[src/rtl/arb_pkg.sv]
// arb_pkg: shared FSM state type and default sizing for the round-robin burst arbiter.
package arb_pkg;

    typedef enum logic {
        IDLE,
        LOCKED
    } arb_state_e;

    localparam int ARB_N_REQ  = 4;
    localparam int ARB_DATA_W = 16;

endpackage

[src/rtl/rr_pick.sv]
// rr_pick: first set bit of mask_i found by searching upward from ptr_i+1 with wrap-around.
module rr_pick
    import arb_pkg::*;
#(
    parameter int N_REQ = ARB_N_REQ
) (
    input  logic [N_REQ-1:0]         mask_i,
    input  logic [$clog2(N_REQ)-1:0] ptr_i,
    output logic                     found_o,
    output logic [$clog2(N_REQ)-1:0] index_o
);

    localparam int IW = $clog2(N_REQ);

    logic [IW-1:0] j;

    // Walk the N_REQ positions after ptr_i; the first hit is kept, later hits are ignored.
    always_comb begin
        found_o = 1'b0;
        index_o = '0;
        j       = ptr_i;
        for (int k = 0; k < N_REQ; k++) begin
            j = (j == IW'(N_REQ - 1)) ? '0 : j + 1'b1;
            if (mask_i[j] && !found_o) begin
                found_o = 1'b1;
                index_o = j;
            end
        end
    end

endmodule

[src/rtl/rr_burst_arbiter.sv]
// rr_burst_arbiter: round-robin arbiter that locks onto a requester for a whole burst
// and forwards beats through a single registered output stage.
module rr_burst_arbiter
    import arb_pkg::*;
#(
    parameter int N_REQ  = ARB_N_REQ,
    parameter int DATA_W = ARB_DATA_W
) (
    input  logic                     clk,
    input  logic                     rst_n,
    input  logic [N_REQ-1:0]         req_valid,
    input  logic [N_REQ-1:0]         req_last,
    input  logic [N_REQ*DATA_W-1:0]  req_data,
    output logic [N_REQ-1:0]         req_ready,
    output logic                     out_valid,
    output logic [DATA_W-1:0]        out_data,
    output logic                     out_last,
    output logic [$clog2(N_REQ)-1:0] out_id,
    input  logic                     out_ready
);

    localparam int IW = $clog2(N_REQ);

    arb_state_e        state_q, state_d;
    logic [IW-1:0]     ptr_q, ptr_d;
    logic [IW-1:0]     lock_q, lock_d;
    logic              out_valid_q, out_valid_d;
    logic              out_last_q, out_last_d;
    logic [DATA_W-1:0] out_data_q, out_data_d;
    logic [IW-1:0]     out_id_q, out_id_d;

    logic              pick_found;
    logic [IW-1:0]     pick_idx;
    logic              reg_free;
    logic              grant_ok;
    logic [IW-1:0]     grant_idx;
    logic              accept;
    logic [DATA_W-1:0] data_arr [N_REQ];

    for (genvar g = 0; g < N_REQ; g++) begin : g_unpack
        assign data_arr[g] = req_data[g*DATA_W +: DATA_W];
    end

    rr_pick #(
        .N_REQ(N_REQ)
    ) u_pick (
        .mask_i (req_valid),
        .ptr_i  (ptr_q),
        .found_o(pick_found),
        .index_o(pick_idx)
    );

    // While locked the search result is ignored: only the lock holder may move a beat.
    assign reg_free  = !out_valid_q || out_ready;
    assign grant_idx = (state_q == LOCKED) ? lock_q : pick_idx;
    assign grant_ok  = (state_q == LOCKED) ? req_valid[lock_q] : pick_found;
    assign accept    = rst_n && reg_free && grant_ok;
    assign req_ready = accept ? ({{(N_REQ-1){1'b0}}, 1'b1} << grant_idx) : '0;

    always_comb begin
        state_d     = state_q;
        ptr_d       = ptr_q;
        lock_d      = lock_q;
        out_valid_d = reg_free ? accept : out_valid_q;
        out_data_d  = out_data_q;
        out_last_d  = out_last_q;
        out_id_d    = out_id_q;
        if (accept) begin
            out_data_d = data_arr[grant_idx];
            out_last_d = req_last[grant_idx];
            out_id_d   = grant_idx;
            ptr_d      = grant_idx;
            lock_d     = grant_idx;
            state_d    = req_last[grant_idx] ? IDLE : LOCKED;
        end
    end

    always_ff @(posedge clk) begin
        if (!rst_n) begin
            state_q     <= IDLE;
            ptr_q       <= IW'(N_REQ - 1);
            lock_q      <= '0;
            out_valid_q <= 1'b0;
            out_data_q  <= '0;
            out_last_q  <= 1'b0;
            out_id_q    <= '0;
        end else begin
            state_q     <= state_d;
            ptr_q       <= ptr_d;
            lock_q      <= lock_d;
            out_valid_q <= out_valid_d;
            out_data_q  <= out_data_d;
            out_last_q  <= out_last_d;
            out_id_q    <= out_id_d;
        end
    end

    assign out_valid = out_valid_q;
    assign out_data  = out_data_q;
    assign out_last  = out_last_q;
    assign out_id    = out_id_q;

    a_ready_onehot: assert property (@(posedge clk) $onehot0(req_ready));
    a_hold_stable: assert property (@(posedge clk) disable iff (!rst_n)
        (out_valid && !out_ready) |=> (out_valid && $stable(out_data) && $stable(out_id) && $stable(out_last)));

endmodule
[config.mk]
export PLATFORM = sky130hd
export DESIGN_NAME = rr_burst_arbiter
export DESIGN_NICKNAME = d
export VERILOG_FILES = /design/src/rtl/arb_pkg.sv /design/src/rtl/rr_pick.sv /design/src/rtl/rr_burst_arbiter.sv
export SDC_FILE = /design/constraint.sdc
export NUM_CORES = 1
export LEC_CHECK = 0
export CAP_MARGIN = 5
export CORE_MARGIN = 2
export CORE_UTILIZATION = 30
export CTS_CLUSTER_DIAMETER = 40
export DETAILED_ROUTE_END_ITERATION = 7
export GPL_TIMING_DRIVEN = 1
export PLACE_DENSITY_LB_ADDON = 0.12
export SYNTH_ARGS = -nofsm -noshare
export SYNTH_HDL_FRONTEND = slang
export SYNTH_SLANG_ARGS = --single-unit
[constraint.sdc]
create_clock -name clk -period 2.4 [get_ports clk]
set_input_delay 0.48 -clock clk [delete_from_list [all_inputs] [get_ports clk]]
set_output_delay 0.48 -clock clk [all_outputs]
set_load 0.02 [all_outputs]
==> results.md <==
- Status: finished with violations
- Violated checks: setup timing
- Hold buffers post-CTS: 0
- Worst setup margin: -0.252 ns
- Cell area after synthesis: 1790 sq um
- Cells along the critical path: ha_4, or2_4, mux4_2, o2111a_2, and2_4, nor2b_4, buf_6
- Post-synth top area share: 25.7%
- Core ar.: 5850 sq um
- Critical path class: reg -> out
- CTS tree: built
- Static Leak: 0.00138 uW
- Yosys cell types: 44
- Final antenna-violating net count: 0
- CTS sink count: 23
- First-iteration detailed-routing DRC count: 42
- Final Setup Violations: 5
- R2R cell count: 9
- I/O Pins: 99
- Synthesized area per cell: 9.70 sq um
- Residual DRC: 0
- Number of synthesized flops with an enable pin: 0
- Most frequent cell after synthesis: mux2i_1
- Routed WL: 5670 um
- Worst setup SP type: flop
- Maximum number of pins on one net before global-route repair: 39
- Critical Path AT: 2.17 ns
- Worst-Skew Late Latency: 0.27 ns
- Max Cap Violations: 0
- RSZ-0062 raised after global routing: true
- FMAX: 377 MHz
- CTS Buf Count: 3
- GR Util All Layers: 17.1%
- Crit. End Element: primary output
- Worst slack at placement: -0.907 ns
- Worst vdd ir: 0.374 mV
- Clk slew on worst S/H paths: 0.08 ns
- Via count: 1927
- Setup TNS: -0.948 ns
- Power per Cell Area: 770 nW/um^2
- Vias per std cell: 4.85
- Die width: 81.3 um
- CTS Root Cell: clkbuf_8
- DP HPWL: 4270 um
- GR Overflow Total: 0
- Net Count, Synth: 261
- Antenna violations before repair: 0
- Max stage delay on crit path: 0.46 ns
- Sequential share of the synthesized area: 25.7%
- Required time worst endpoint: 1.92 ns
- Nets@finish: 399
- Vias in the first global route: 1871
- DIE HEIGHT: 81.3 um
- Final worst path period share: 111%
- Gp weighted congestion: 0.855
- Post-synthesis sequential element count: 23
- Slowest CP cell: mux4_2
- Ys async rst share: 0%
- Rel. slew slack: 72.2%
- Effective utilization at floorplan: 30.7%
- Num rows: 28
- N_diodes: 0
- Final hold viol count: 0
- Worst Hold Class: reg -> reg
- H-tree levels: 1
- Hold Path Depth: 2
- PortBufs: 98
- WL/cell: 14.3 um
- Critical path peak fanout: 3
- Final slew viol count: 0
- Area Overhead vs Synth: 89.7%
- Die Footprint: 6620 sq um
- Cell taking the most area after synthesis: dfxtp_1
- WHS: 0.457 ns
- Synth Flop Type: dfxtp_1
- Least-Margin Pin Slew: 0.416 ns
- Post-Syn Instances: 185
- Commonest cells post-synth: mux2i_1 (34), dfxtp_1 (23), nand3_1 (17), mux2_2 (15), o21ai_2 (13)
- Share of cells above drive strength 1: 35.7%
- First-pass GRT wire length: 8630 um
- Fin crit period: 2.65 ns
- Layout Skew: 0.00380 ns
- Worst-case clock buffer depth: 2
- Area contributors post-synth: dfxtp_1 (26%), mux2i_1 (19%), mux2_2 (9.4%), o21ai_2 (6.3%), nand3_1 (4.7%)
- First drt pass iteration count: 4
- Synth warn: 0
==> final timing paths <==
check / start / slack (ns) / end
worst min register to register: out_data[9] / 0.46 / out_data[9]
worst min-delay path: out_data[9] / 0.46 / out_data[9]
worst max-delay path: ptr_q[0] / -0.25 / req_ready[0]
worst max register to register: ptr_q[0] / -0.02 / out_id[0]
==> what timing repair did <==
item | CTS | global route
buffers inserted | 3 | 4
pin swaps | 8 | 6
gates resized for setup | 41 | 22
endpoints found under the setup margin | 24 | 16
gates cloned | 0 | 1
==> per-stage QoR <==
stage	area (sq um)	total power (uW)	utilization [%]	instances
6_report	3400	2620	58.2	397
5_1_grt	3400	2790	58.2	397
4_1_cts	3260	2490	55.8	392
3_5_place_dp	3140	2180	53.6	385
3_3_place_gp	3140	2170	53.6	385
2_1_floorplan	1850	1540	-	185
==> state kept, by name, summed over array words and instances (netlist names) <==
signal     flops
ptr_q          2
out_id         2
state_q        1
out_valid      1
out_last       1
out_data      16
==> power by group <==
part           total, uW  internal (uW)  leakage [uW]  switching, uW
Clock                245            116     0.0000255            129
Combinational       1820           1040       0.00117            778
Sequential           556            497      0.000191           58.8
==> critical path, delay by kind of cell (launching register included) <==
family / cells / cell delay (ns)
AOI/OAI and AO/OA: 1 / 0.29
adders and majority gates: 1 / 0.16
buffers and inverters: 1 / 0.12
DFF: 1 / 0.37
muxes: 1 / 0.46
and+or+nand+nor: 3 / 0.51
==> cell families (layout without fill, tap and decap cells) <==
kind of cell             Yosys count  after routing  synth area share (%)
AO/OA/AOI/OAI                     44             44                  19.7
adder cells (fa/ha/maj)            2              2                  1.26
multiplexers                      53             53                  32.4
buffers and inverters             19            156                  7.46
AND/OR/NAND/NOR                   44             44                  13.6
flip-flops                        23             23                  25.7
==> metal layers <==
layer | GRT usage (%) | wire, um
met2 | 29.5 | 2830
met3 | 5.67 | 440
met4 | 5.76 | 87
met5 | 0 | 0
met1 | 19.7 | 2300
==> cells in the final DEF, fill, tap and decap left out, types with 2 or more instances in the layout <==
| master | count |
|---|---|
| a21oi_2 | 2 |
| buf_12 | 3 |
| buf_4 | 39 |
| buf_6 | 10 |
| clkbuf_8 | 4 |
| clkdlybuf4s50_1 | 90 |
| dfxtp_1 | 21 |
| dlygate4sd2_1 | 4 |
| inv_1 | 4 |
| mux2_2 | 9 |
| mux2_4 | 7 |
| mux2i_1 | 33 |
| mux4_2 | 2 |
| nand2_1 | 8 |
| nand2b_1 | 4 |
| nand3_1 | 17 |
| nor2_1 | 2 |
| o211a_1 | 2 |
| o21ai_0 | 7 |
| o21ai_1 | 5 |
| o21ai_2 | 13 |
| o22ai_2 | 2 |
==> area by class of cell <==
class | count | area (sq um)
Tap cell | 75 | 93.8
Clock buffer | 3 | 41.3
Clock inverter | 1 | 5.00
Timing Repair Buffer | 148 | 1440
Multi-Input combinational cell | 143 | 1340
Inverter | 4 | 15.0
Sequential cell | 23 | 465
Fill cell | 536 | 2450
No activity file was read; power rests on OpenSTA's default activity.
